**src/rtl/mem_arbiter.sv**
```systemverilog
// ---------------------------------------------------------------------------
// mem_arbiter
//
// Shares one byte-wide synchronous memory between two bus masters.
// - Port A is the core88 CPU.
// - Port B is a secondary master, such as a video or DMA engine.
//
// Each access is sequenced through a fixed state machine:
//   IDLE -> ACC -> (RDATA) -> DONE
// Only one access is in flight at any time. The granted port receives a
// one-cycle ready pulse in DONE. For reads, the registered memory data is
// presented on that port's bus in the same cycle.
//
// Build option:
//   MEM_ARB_FIXED_PRIO_EN  When defined, port A wins every tie (fixed
//                          priority). When undefined, ties alternate
//                          round-robin.
//
// Ports:
//   clock                  System clock, rising edge.
//   reset                  Synchronous, active-high reset.
//   a_req / b_req          Request. Held with its qualifiers until ready.
//   a_address / b_address  Byte address (AW bits).
//   a_data / b_data        Write data.
//   a_wreq / b_wreq        1 = write, 0 = read.
//   a_bus / b_bus          Read data. Valid while ready is high;
//                          otherwise holds its last value.
//   a_ready / b_ready      One-cycle completion pulse.
//   m_address              Memory address (registered).
//   m_data                 Memory write data (registered).
//   m_wreq                 Memory write strobe (registered).
//   m_bus                  Memory read data. Registered inside the memory,
//                          valid one cycle after the address is presented.
// ---------------------------------------------------------------------------
module mem_arbiter #(
    parameter int AW = 20
) (
    input  logic          clock,
    input  logic          reset,
    input  logic          a_req,
    input  logic [AW-1:0] a_address,
    input  logic [7:0]    a_data,
    input  logic          a_wreq,
    output logic [7:0]    a_bus,
    output logic          a_ready,
    input  logic          b_req,
    input  logic [AW-1:0] b_address,
    input  logic [7:0]    b_data,
    input  logic          b_wreq,
    output logic [7:0]    b_bus,
    output logic          b_ready,
    output logic [AW-1:0] m_address,
    output logic [7:0]    m_data,
    output logic          m_wreq,
    input  logic [7:0]    m_bus
);

    typedef enum logic [1:0] {
        ST_IDLE  = 2'd0,
        ST_ACC   = 2'd1,
        ST_RDATA = 2'd2,
        ST_DONE  = 2'd3
    } state_t;

    state_t        state_r;
    state_t        state_s;
    logic          grant_b_r;   // 1: port B owns the access in flight
    logic          grant_b_s;
    logic          wr_r;        // access in flight is a write
    logic          wr_s;
    logic          pick_b_s;    // arbitration outcome for this IDLE cycle
    logic [AW-1:0] m_address_s;
    logic [7:0]    m_data_s;
    logic          m_wreq_s;
    logic [7:0]    a_bus_s;
    logic [7:0]    b_bus_s;
    logic          a_ready_s;
    logic          b_ready_s;

`ifdef MEM_ARB_FIXED_PRIO_EN
    // Fixed priority: B is only chosen when A is not asking.
    always_comb begin
        pick_b_s = b_req & ~a_req;
    end
`else
    logic last_b_r;             // 1: the most recent grant went to port B
    logic last_b_s;

    // Round-robin: on a tie, the port that was not served last wins.
    always_comb begin
        pick_b_s = b_req & (~a_req | ~last_b_r);
    end
`endif

    // Next-state and next-output logic. Every output is registered below,
    // so no request or memory data reaches an output combinationally.
    always_comb begin
        state_s     = state_r;
        grant_b_s   = grant_b_r;
        wr_s        = wr_r;
        m_address_s = m_address;
        m_data_s    = m_data;
        m_wreq_s    = 1'b0;        // strobe lives only in the ACC cycle
        a_bus_s     = a_bus;
        b_bus_s     = b_bus;
        a_ready_s   = 1'b0;
        b_ready_s   = 1'b0;
`ifndef MEM_ARB_FIXED_PRIO_EN
        last_b_s    = last_b_r;
`endif
        case (state_r)
            ST_IDLE: begin
                if (a_req || b_req) begin
                    grant_b_s = pick_b_s;
`ifndef MEM_ARB_FIXED_PRIO_EN
                    last_b_s  = pick_b_s;
`endif
                    state_s   = ST_ACC;
                    if (pick_b_s) begin
                        m_address_s = b_address;
                        m_data_s    = b_data;
                        m_wreq_s    = b_wreq;
                        wr_s        = b_wreq;
                    end else begin
                        m_address_s = a_address;
                        m_data_s    = a_data;
                        m_wreq_s    = a_wreq;
                        wr_s        = a_wreq;
                    end
                end else begin
                    state_s = ST_IDLE;
                end
            end
            ST_ACC: begin
                // The memory samples the access at the end of this cycle.
                if (wr_r) begin
                    state_s   = ST_DONE;
                    a_ready_s = ~grant_b_r;
                    b_ready_s = grant_b_r;
                end else begin
                    state_s = ST_RDATA;
                end
            end
            ST_RDATA: begin
                // Read data is valid now. It is captured into the granted
                // port's bus, and that port's ready rises with it.
                state_s = ST_DONE;
                if (grant_b_r) begin
                    b_bus_s   = m_bus;
                    b_ready_s = 1'b1;
                end else begin
                    a_bus_s   = m_bus;
                    a_ready_s = 1'b1;
                end
            end
            ST_DONE: begin
                // No grant decision is made here. A request still held
                // during its ready cycle is therefore not served twice.
                state_s = ST_IDLE;
            end
            default: begin
                state_s = ST_IDLE;
            end
        endcase
    end

    // State and output registers with synchronous reset.
    always_ff @(posedge clock) begin
        if (reset) begin
            state_r   <= ST_IDLE;
            grant_b_r <= 1'b0;
            wr_r      <= 1'b0;
            m_address <= {AW{1'b0}};
            m_data    <= 8'h00;
            m_wreq    <= 1'b0;
            a_bus     <= 8'h00;
            b_bus     <= 8'h00;
            a_ready   <= 1'b0;
            b_ready   <= 1'b0;
`ifndef MEM_ARB_FIXED_PRIO_EN
            last_b_r  <= 1'b1;     // B counts as last, so A wins the first tie
`endif
        end else begin
            state_r   <= state_s;
            grant_b_r <= grant_b_s;
            wr_r      <= wr_s;
            m_address <= m_address_s;
            m_data    <= m_data_s;
            m_wreq    <= m_wreq_s;
            a_bus     <= a_bus_s;
            b_bus     <= b_bus_s;
            a_ready   <= a_ready_s;
            b_ready   <= b_ready_s;
`ifndef MEM_ARB_FIXED_PRIO_EN
            last_b_r  <= last_b_s;
`endif
        end
    end

endmodule
```
**config.mk**
```make
export PLATFORM = sky130hd
export DESIGN_NAME = mem_arbiter
export DESIGN_NICKNAME = d
export VERILOG_FILES = /design/src/rtl/mem_arbiter.sv
export SDC_FILE = /design/constraint.sdc
export NUM_CORES = 1
export LEC_CHECK = 0
export BUFFER_PORTS_ARGS = -buffer_cell sky130_fd_sc_hd__buf_2
export CORE_MARGIN = 4
export CORE_UTILIZATION = 42
export CTS_BUF_LIST = sky130_fd_sc_hd__clkbuf_4 sky130_fd_sc_hd__clkbuf_8
export DETAILED_ROUTE_END_ITERATION = 16
export PLACE_DENSITY_LB_ADDON = 0.05
export RECOVER_POWER = 25
export SKIP_LAST_GASP = 1
export SYNTH_ARGS = -nofsm -noshare
export SYNTH_HDL_FRONTEND = slang
export SYNTH_SLANG_ARGS = --single-unit
```
**constraint.sdc**
```tcl
create_clock -name clock -period 1.2 [get_ports clock]
set_input_delay 0.06 -clock clock [delete_from_list [all_inputs] [get_ports clock]]
set_output_delay 0.06 -clock clock [all_outputs]
set_load 0.02 [all_outputs]
```
==> results of run 1 <==
through the flow:
stage / utilization (%) / total power (uW) / setup TNS, ns
3_3_place_gp: 59.36 / 5837 / -2.710
2_1_floorplan: - / 4729 / -0.3526
4_1_cts: 67.27 / 7645 / -0.9516
5_1_grt: 68.31 / 8261 / -4.219
3_5_place_dp: 59.36 / 5881 / -4.110
6_report: 68.31 / 7741 / -1.623
cell usage after synthesis, types with 4 or more instances:
cell / count
ha_1: 4
a211oi_2: 19
dfxtp_1: 52
nand3_1: 8
a21oi_1: 27
clkbuf_1: 5
a21oi_2: 10
buf_2: 9
nand2_1: 38
mux2i_1: 9
nor2_1: 41
a211oi_1: 11
layout make-up:
class / count / share of cell area [%]
inverters: 2 / 0.2833
clock buffers: 6 / 2.160
clock inverters: 2 / 0.4603
multi-input cells: 179 / 36.54
repair buffers: 154 / 28.54
flip-flops and latches: 52 / 29.53
well taps: 70 / 2.479
worst max-delay path, stage by stage (launching register included):
cell and delay, ns:
dfxtp_2 0.36, inv_2 0.06, ha_4 0.18, o21ai_4 0.17
buf_12 0.20, a21oi_1 0.05, a211oi_1 0.18
how the worst max path moves through the flow:
stage               cells past startpoint  slack (ns)                   from                          to
floorplan                               6       -0.02  state_r[0]$_SDFF_PP0_      m_data[6]$_SDFFE_PP0P_
global placement                        6        -0.1  state_r[0]$_SDFF_PP0_  m_address[10]$_SDFFE_PP0P_
detailed placement                      6       -0.15  state_r[0]$_SDFF_PP0_  m_address[14]$_SDFFE_PP0P_
CTS                                     6       -0.05  state_r[0]$_SDFF_PP0_   m_address[8]$_SDFFE_PP0P_
global route                            6       -0.14  state_r[0]$_SDFF_PP0_   m_address[9]$_SDFFE_PP0P_
finish                                  6       -0.08  state_r[1]$_SDFF_PP0_  m_address[13]$_SDFFE_PP0P_
registers in the layout, indices dropped and copies added (netlist names):
name and flops:
wr_r 1, m_data 8, last_b_r 1, a_bus 8, b_ready 1, state_r 2
grant_b_r 1, a_ready 1, m_address 20, m_wreq 1, b_bus 8
cells by family after synthesis:
group / share of synthesized area [%]
AO/OA/AOI/OAI: 26.34
adder cells (fa/ha/maj): 2.204
buffers and inverters: 5.510
flip-flops: 45.84
multiplexers: 3.967
AND/OR/NAND/NOR: 16.14
layer usage:
metal	GRT usage [%]	share of wire, %	vias up
li1	-	-	1153
met3	4.496	7.4	6
met1	25.10	45	1088
met2	32.82	47	70
met5	0	0	-
met4	4.730	0.62	0
report_power, final:
| group | internal, uW | leakage [uW] | switching, uW |
|---|---|---|---|
| Sequential | 2200 | 0.000428 | 257 |
| Combinational | 1960 | 0.00115 | 2320 |
| Clock | 439 | 0.0000448 | 574 |
| Total | 4590 | 0.00162 | 3150 |
what timing repair did:
action | in CTS | in global routing
gates cloned | 4 | 0
endpoints found under the setup margin | 47 | 50
hold buffers | 10 | 0
gates resized for setup | 40 | 16
setup buffers | 1 | 0
hold endpoints to repair | 10 | 0
pin swaps | 29 | 5
==> reports/results.ini, run 1 <==
[run_status]
status=finished with violations
violations=setup timing

[logic_synthesis]
synth_nets=327
yosysWarnings=0
synth_top_area_share_pct=45.84
ys_seq_area_share_pct=45.84
syn-cell-area_um2=2271
synth_ff_type=dfxtp_1
syn_inst=253
synth_seq_cells=52
synthTopCellsByArea=dfxtp_1, a211oi_2, nor2_1
synth-edff-count=0
synth_top_area_cell=dfxtp_1
ys_types=29
synthArstFlopShare_pct=0
avgSynthCellArea_um2=8.976

[timing]
fmax_ghz=0.7805
hold_violations=0
setup_ws_ns=-0.08125
slew_viol_final=0
post-route-min-period_ns=1.281
holdWs_ns=0.007122
setup_viol=38
max_slew.worst_pin.slew_ns=0.4492
rsz0062_at_grt=yes
skew_ns=0.009309
slew_headroom_pct=70.06
timing.final.crit_share_pct=106.8

[critical_path]
rr_startpoint=state_r[1]$_SDFF_PP0_
cp.arrival_ns=1.50
path_max_fanout=8
cp.required_ns=1.42
r2r-end=m_address[13]$_SDFFE_PP0P_
r2r_cells=6
endpoint_kind=register
rrSetupSlack_ns=-0.08
critPathLaunchType=register
worstSetupPathType=reg2reg

[global_route]
grt_pass1_vias=2284
grt_usage_pct=19.46
grt_pass1_wl_um=10270
grt_max_degree=24
grt-ovfl-total=0
antenna_found_initial=0

[die]
initial_core_util_pct=43.90
core_um2=5172
num_rows=26
die_h_um=81.53
ios=117
die_area_um2=6647
die_w_um=81.53

[finish]
fillers=443
most-common-layout-cells=buf_2, dfxtp_1, nor2_1, nand2_1, a211oi_2
antenna_cells=0
layout.nets=468
multi_input_area_um2=1291
drive_gt1_share_pct=52.91
synthToLayoutAreaGrowth_pct=55.59
fin_area_um2=3533
layout_commonest_cell=buf_2
regArea_um2=1044
layout.cells.non_filler=465

[pwr]
vdd_drop_max_uv=1280
power_per_cell_area_nw_per_um2=2191
power_leakage_uw=0.001621

[clocking]
insertion_delay_ns=0.30
root_buffer=clkbuf_8
cts_buffer_depth=2
cts_tree=built
cts_buffers=5
cts.clk_slew.worst_paths_ns=0.10
clkSinkCount=52
htree_levels=2

[flow_run]
maxCapViolations=0

[placement]
dp_cells=442
place_area_um2=3070
dp_slack_ns=-0.1471
hpwl_um=4387
portBuffers=116
globalplace.congestion=0.7139

[drt]
vias_per_cell=4.983
drc=0
drt-wirelength-per-cell_um=13.77
vias=2317
postRouteAntennaNets=0
drt_iter0_markers=95
wirelength_um=6403
firstDrtPassIters=4

[worst_hold_path]
whs_path_depth=3
holdCritPathClass=in2reg
worstHoldEndpoint=a_bus[7]$_SDFFE_PP0P_
hp-start=m_bus[7]

No activity file was read; power rests on OpenSTA's default activity.
==> inputs of run 2 (changes only) <==
clock period = 1.05 ns   (was 1.2 ns; I/O delays follow)
==> run 2 against run 1 <==
  * The flow still finishes with violations (setup timing)
  * Sequential cell count stayed put
  * First-iteration DRC count is 21% lower
  * Clock-buffer cell count is 1 lower
  * Die area stayed put
  * Fmax is 2.1% higher
  * Final area is 8.9% higher
  * Critical path depth is 1 higher
  * Setup slack worse by 0.12 ns
  * Sequential power is 15% higher
  * Global-route usage is 0.99 points higher
  * Clock power is 19% higher
  * Combinational power is 14% higher
  * Critical path type unchanged
  * Critical endpoint is now m_address[8]$_SDFFE_PP0P_
==> reports/results.ini, run 2 (same netlist as run 1, synthesis figures left out) <==
[critical_path]
r2r-end=m_address[8]$_SDFFE_PP0P_
r2r_cells=7  ; +1
endpoint_kind=register
critPathLaunchType=register
cp.arrival_ns=1.49  ; about the same
path_max_fanout=7  ; -1
rr_startpoint=state_r[0]$_SDFF_PP0_
rrSetupSlack_ns=-0.20  ; -0.12 ns
cp.required_ns=1.29  ; -0.13 ns
worstSetupPathType=reg2reg

[timing]
hold_violations=0  ; unchanged
fin_tns_setup_ns=-5.984  ; -4.362 ns
setup_ws_ns=-0.2044  ; -0.1232 ns
slew_viol_final=0  ; unchanged
slew_headroom_pct=75.95  ; +5.9 points
fmax_ghz=0.7972  ; +2.1%
setup_viol=51  ; +34%
skew_ns=0.005488  ; -0.003821 ns
timing.final.crit_share_pct=119.5  ; +13 points
rsz0062_at_grt=yes
max_slew.worst_pin.slew_ns=0.3608  ; -0.08839 ns
post-route-min-period_ns=1.254  ; -0.02685 ns

[finish]
layout.nets=491  ; +4.9%
drive_gt1_share_pct=52.87  ; about the same
regArea_um2=1044  ; unchanged
largest_reg_flops=20  ; unchanged
layout_commonest_cell=buf_2
antenna_cells=0  ; unchanged
most-common-layout-cells=buf_2, dfxtp_1, dlygate4sd3_1, nor2_1, nand2_1
synthToLayoutAreaGrowth_pct=69.48
top_register=m_address
fin_area_um2=3849  ; +8.9%
multi_input_area_um2=1365  ; +5.7%
fillers=363  ; -18%

[pwr]
p_switching_uw=3686  ; +17%
vdd_drop_max_uv=1184  ; -7.4%
power.switching_fraction_pct=41.49  ; +0.80 points
power_leakage_uw=0.001715  ; +5.8%
pwr-share-seq_pct=31.8  ; about the same
comb_power_share_pct=54.7  ; -0.5 points
internal_power_uw=5198  ; +13%
power_per_cell_area_nw_per_um2=2308  ; +5.4%
clkPwrFrac_pct=13.5  ; +0.4 points

[placement]
globalplace.congestion=0.7813  ; +9.4%
portBuffers=116  ; unchanged
place_area_um2=3152  ; +2.6%
hpwl_um=4494  ; +2.5%

[drt]
postRouteAntennaNets=0  ; unchanged
drc=0  ; unchanged
drt-wirelength-per-cell_um=14.13  ; +2.6%
vias_per_cell=4.871  ; -2.2%
wirelength_um=6897  ; +7.7%
vias=2377  ; +2.6%
firstDrtPassIters=4  ; unchanged
drt_iter0_markers=75  ; -21%

[clocking]
insertion_delay_ns=0.31  ; about the same
cts_buffer_depth=2  ; unchanged
cts.clk_slew.worst_paths_ns=0.10  ; about the same
cts_buffers=5  ; unchanged
htree_levels=2  ; unchanged
cts_tree=built
root_buffer=clkbuf_8
clkSinkCount=52  ; unchanged

[run_status]
status=finished with violations
violations=setup timing

[die]
core_um2=5172  ; unchanged
initial_core_util_pct=43.90  ; unchanged
die_w_um=81.53  ; unchanged
die_area_um2=6647  ; unchanged
ios=117  ; unchanged
die_h_um=81.53  ; unchanged
num_rows=26  ; unchanged

[global_route]
grt-ovfl-total=0  ; unchanged
antenna_found_initial=0  ; unchanged
grt_pass1_wl_um=10630  ; +3.5%
grt_pass1_vias=2395  ; +4.9%
grt_usage_pct=20.46  ; +0.99 points
grt_max_degree=20  ; -17%

[worst_hold_path]
whs_path_depth=3  ; unchanged
holdCritPathClass=in2reg
worstHoldEndpoint=m_data[3]$_SDFFE_PP0P_
hp-start=a_data[3]

[flow_run]
maxCapViolations=0  ; unchanged

## run 2: cell types whose count changed in the layout (fill, tap and decap cells not counted), moves of 3 or more
cell	before	now
nand3_2	0	3
nor2_1	38	33
nand2_1	37	32
dlygate4sd3_1	10	34
a21oi_1	11	14
nand3_4	0	3
a21oi_4	4	0
nand2_2	1	4
nor2_2	3	7
nand3_1	8	2
## run 2: power by group through the flow
stage	Sequential [uW]	Combinational [uW]	Clock, uW
floorplan	3390	2280	0
global placement	2820	4040	0
detailed placement	2820	4070	0
CTS	2810	4600	1240
global route	2870	5290	1300
finish	2820	4860	1200
## run 2: layer usage
| layer | vias to the layer above | global-route usage, % | wire, um |
|---|---|---|---|
| met1 | 1080 | 24.15 | 2949 |
| met4 | 0 | 6.757 | 125 |
| met2 | 85 | 36.32 | 3329 |
| met3 | 13 | 4.715 | 492 |
| met5 | - | 0 | 0 |
| li1 | 1199 | - | - |
## run 2: what timing repair did
| action | CTS | global route |
|---|---|---|
| hold endpoints to repair | 39 | 0 |
| resized for setup | 30 | 25 |
| setup endpoints to repair | 51 | 51 |
| buffers inserted | 3 | 3 |
| hold buffers | 34 | 0 |
| gates cloned | 1 | 0 |
| pin swaps | 15 | 14 |
## run 2: worst max-delay path, cell delays in order (launching register included)
cell and delay [ns]:
dfxtp_2 0.35, inv_4 0.07, ha_4 0.17, o21a_4 0.20
buf_8 0.14, buf_6 0.09, nor2_2 0.03, a211oi_2 0.12
## run 2: cell type report
| cell class | count | share of cell area (%) |
|---|---|---|
| Multi-Input combinational cell | 179 | 35.47 |
| Clock inverter | 3 | 0.7152 |
| Tap cell | 70 | 2.276 |
| Sequential cell | 52 | 27.11 |
| Clock buffer | 5 | 1.788 |
| Inverter | 2 | 0.2601 |
| Timing Repair Buffer | 177 | 32.38 |
## run 2: how the worst max path moves through the flow
stage | end | slack, ns | cells past startpoint | start
floorplan | m_address[15]$_SDFFE_PP0P_ | -0.08 | 6 | state_r[1]$_SDFF_PP0_
global placement | state_r[0]$_SDFF_PP0_ | -0.16 | 6 | state_r[0]$_SDFF_PP0_
detailed placement | m_address[10]$_SDFFE_PP0P_ | -0.20 | 6 | state_r[0]$_SDFF_PP0_
CTS | m_data[3]$_SDFFE_PP0P_ | -0.19 | 6 | state_r[0]$_SDFF_PP0_
global route | m_address[8]$_SDFFE_PP0P_ | -0.26 | 7 | state_r[0]$_SDFF_PP0_
finish | m_address[8]$_SDFFE_PP0P_ | -0.20 | 7 | state_r[0]$_SDFF_PP0_
## run 2: metrics by stage
step | hold slack (ns) | setup WS, ns | power (uW) | instances | util (%)
after floorplan | 0.1356 | -0.07673 | 5662 | 253 | -
after CTS | 0.001091 | -0.1857 | 8643 | 485 | 72.23
final | 0.005727 | -0.2044 | 8884 | 488 | 74.41
after detailed placement | 0.3036 | -0.1958 | 6895 | 441 | 60.93
after global routing | 0.003276 | -0.2585 | 9465 | 488 | 74.41
after global placement | 0.2989 | -0.1575 | 6860 | 441 | 60.93
==> inputs of run 3 (changes only) <==
CORE_UTILIZATION = 30   (was 42)
==> run 3 against run 2 <==
  * Setup slack better by 0.017 ns
  * The flow still finishes with violations (setup timing)
  * Critical path depth is 1 lower
  * Largest power group unchanged
  * Global-route usage down 5.5 points
  * Non-clock buffer count unchanged
  * Largest cell class unchanged
  * Combinational power increased by 6.6%
  * Clock power is 3% higher
  * Clock skew grew 0.0024 ns
==> reports/results.ini, run 3 (same netlist as run 1, synthesis figures left out) <==
[drt]
dr.max_layer_used=met4
wl_met2_um=3363  ; +1.0%
firstDrtPassIters=4  ; unchanged
drc=0  ; unchanged
postRouteAntennaNets=0  ; unchanged
drt-met1-wl_um=3183  ; +7.9%
vias_per_cell=4.556  ; -6.5%
drt_iter0_markers=24  ; -68%
wl_met3_um=453  ; -7.9%
vias=2351  ; -1.1%
drt-wirelength-per-cell_um=13.71  ; -3.0%
wirelength_um=7073  ; +2.6%

[clocking]
clkSinkCount=52  ; unchanged
cts_buffer_depth=2  ; unchanged
htree_levels=2  ; unchanged
cts.clk_slew.worst_paths_ns=0.09  ; about the same
insertion_delay_ns=0.30  ; about the same
cts_tree=built
root_buffer=clkbuf_8
cts_buffers=5  ; unchanged

[timing]
setup_ws_ns=-0.1878  ; +0.01660 ns
setup_viol=51  ; unchanged
hold_violations=0  ; unchanged
post-route-min-period_ns=1.238  ; -0.01660 ns
max_slew.worst_pin.slew_ns=0.4029  ; +0.04215 ns
slew_headroom_pct=73.04  ; -2.9 points
rsz0062_at_grt=yes
fmax_ghz=0.8079  ; +1.3%
skew_ns=0.007916  ; +0.002428 ns
timing.final.crit_share_pct=117.9  ; -1.6 points
fin_tns_setup_ns=-6.709  ; -0.7248 ns
slew_viol_final=0  ; unchanged

[pwr]
vdd_drop_max_uv=865.9  ; -27%
power.switching_fraction_pct=40.07  ; -1.4 points
pwr-share-seq_pct=30.4  ; -1.4 points
comb_power_share_pct=56.1  ; +1.4 points
power_leakage_uw=0.001742  ; +1.6%
internal_power_uw=5533  ; +6.4%
finalPower_uw=9232  ; +3.9%
clkPwrFrac_pct=13.4  ; about the same
p_switching_uw=3699  ; +0.36%
power_per_cell_area_nw_per_um2=2345  ; +1.6%

[finish]
largest_reg_flops=20  ; unchanged
synthToLayoutAreaGrowth_pct=73.33
layout_commonest_cell=buf_2
utilization_pct=53.98  ; -20 points
antenna_cells=0  ; unchanged
drive_gt1_share_pct=54.92  ; +2.0 points
top_register=m_address
most-common-layout-cells=buf_2, dfxtp_1, nor2_1, a21oi_2
layout.nets=491  ; unchanged

[placement]
globalplace.congestion=0.7135  ; -8.7%
portBuffers=116  ; unchanged
hpwl_um=4711  ; +4.8%

[global_route]
grt-ovfl-total=0  ; unchanged
antenna_found_initial=0  ; unchanged
grt_usage_pct=14.95  ; -5.5 points
grt_pass1_vias=2308  ; -3.6%
grt_pass1_wl_um=10780  ; +1.5%
grt_max_degree=26  ; +30%

[critical_path]
cp.required_ns=1.28  ; about the same
critPathMaxStageDelay_ns=0.35  ; about the same
endpoint_kind=register
r2r_cells=6  ; -1
worstSetupPathType=reg2reg
crit_chain=inv_2, ha_4, o21ai_4, buf_6, a21oi_2, a211oi_2
path_max_fanout=6  ; -1
worst-path-stages=6  ; -1
crit_family=compound AO/OA/AOI/OAI gates
crit_buf_inv=2  ; -1
cp_slowest_cell=dfxtp_2
critPathLaunchType=register
cp.arrival_ns=1.47  ; -0.02 ns

[die]
ios=117  ; unchanged
num_rows=31  ; +19%
core_um2=7292  ; +41%
die_w_um=95.01  ; +17%
initial_core_util_pct=31.14  ; -13 points
die_h_um=95.01  ; +17%
die_area_um2=9026  ; +36%

[flow_run]
maxCapViolations=0  ; unchanged

[run_status]
violations=setup timing
status=finished with violations

[worst_hold_path]
holdCritPathClass=in2reg
whs_path_depth=3  ; unchanged

-- run 3: path summary, 6_finish.rpt --
path | to | slack (ns) | from
setup / recovery | m_address[7]$_SDFFE_PP0P_ | -0.19 | state_r[1]$_SDFF_PP0_
hold / removal | a_bus[7]$_SDFFE_PP0P_ | 0.003 | m_bus[7]
setup reg to reg | m_address[7]$_SDFFE_PP0P_ | -0.19 | state_r[1]$_SDFF_PP0_
hold reg to reg | b_bus[3]$_SDFFE_PP0P_ | 0.47 | b_bus[3]$_SDFFE_PP0P_
-- run 3: repair_timing --
item | in CTS | in global routing
resized for setup | 18 | 46
hold buffers | 30 | 0
endpoints found under the hold margin | 31 | 0
pin swaps | 32 | 21
gates cloned | 1 | 1
endpoints found under the setup margin | 51 | 51
setup buffers | 3 | 7
-- run 3: power groups by stage --
stage	clock network (uW)	logic (uW)	registers, uW
global placement	0	4150	2840
detailed placement	0	4170	2840
CTS	1300	4680	2790
global route	1350	5580	2870
floorplan	0	2280	3390
finish	1240	5180	2810
-- run 3: per-layer routing --
metal,track usage (%),vias up
li1,-,1194
met1,19.20,1085
met2,24.72,65
met3,3.984,7
met4,3.966,0
met5,0,-
-- run 3: worst register-to-register path, delay by kind of cell, from the launching register on --
family | cells | cell delay [ns]
buffers and inverters | 2 | 0.27
AOI/OAI and AO/OA | 3 | 0.37
DFF | 1 | 0.35
adders and majority gates | 1 | 0.18
-- run 3: per-stage QoR --
stage	hold WS [ns]	instance area, um^2	instances	setup WS (ns)
after floorplan	0.1356	2371	253	-0.07673
after global placement	0.3024	3181	469	-0.2277
after detailed placement	0.3046	3181	469	-0.2326
after CTS	0.0007850	3685	510	-0.1993
after global routing	0.002932	3936	516	-0.2608
final	0.002600	3936	516	-0.1878
-- run 3: layout make-up --
type,count,area (um^2)
clock buffer,7,96.34
tap,99,123.9
inverter,2,10.01
sequential,52,1044
timing repair buffer,177,1277
multi-input combinational,179,1385
fill,732,3356
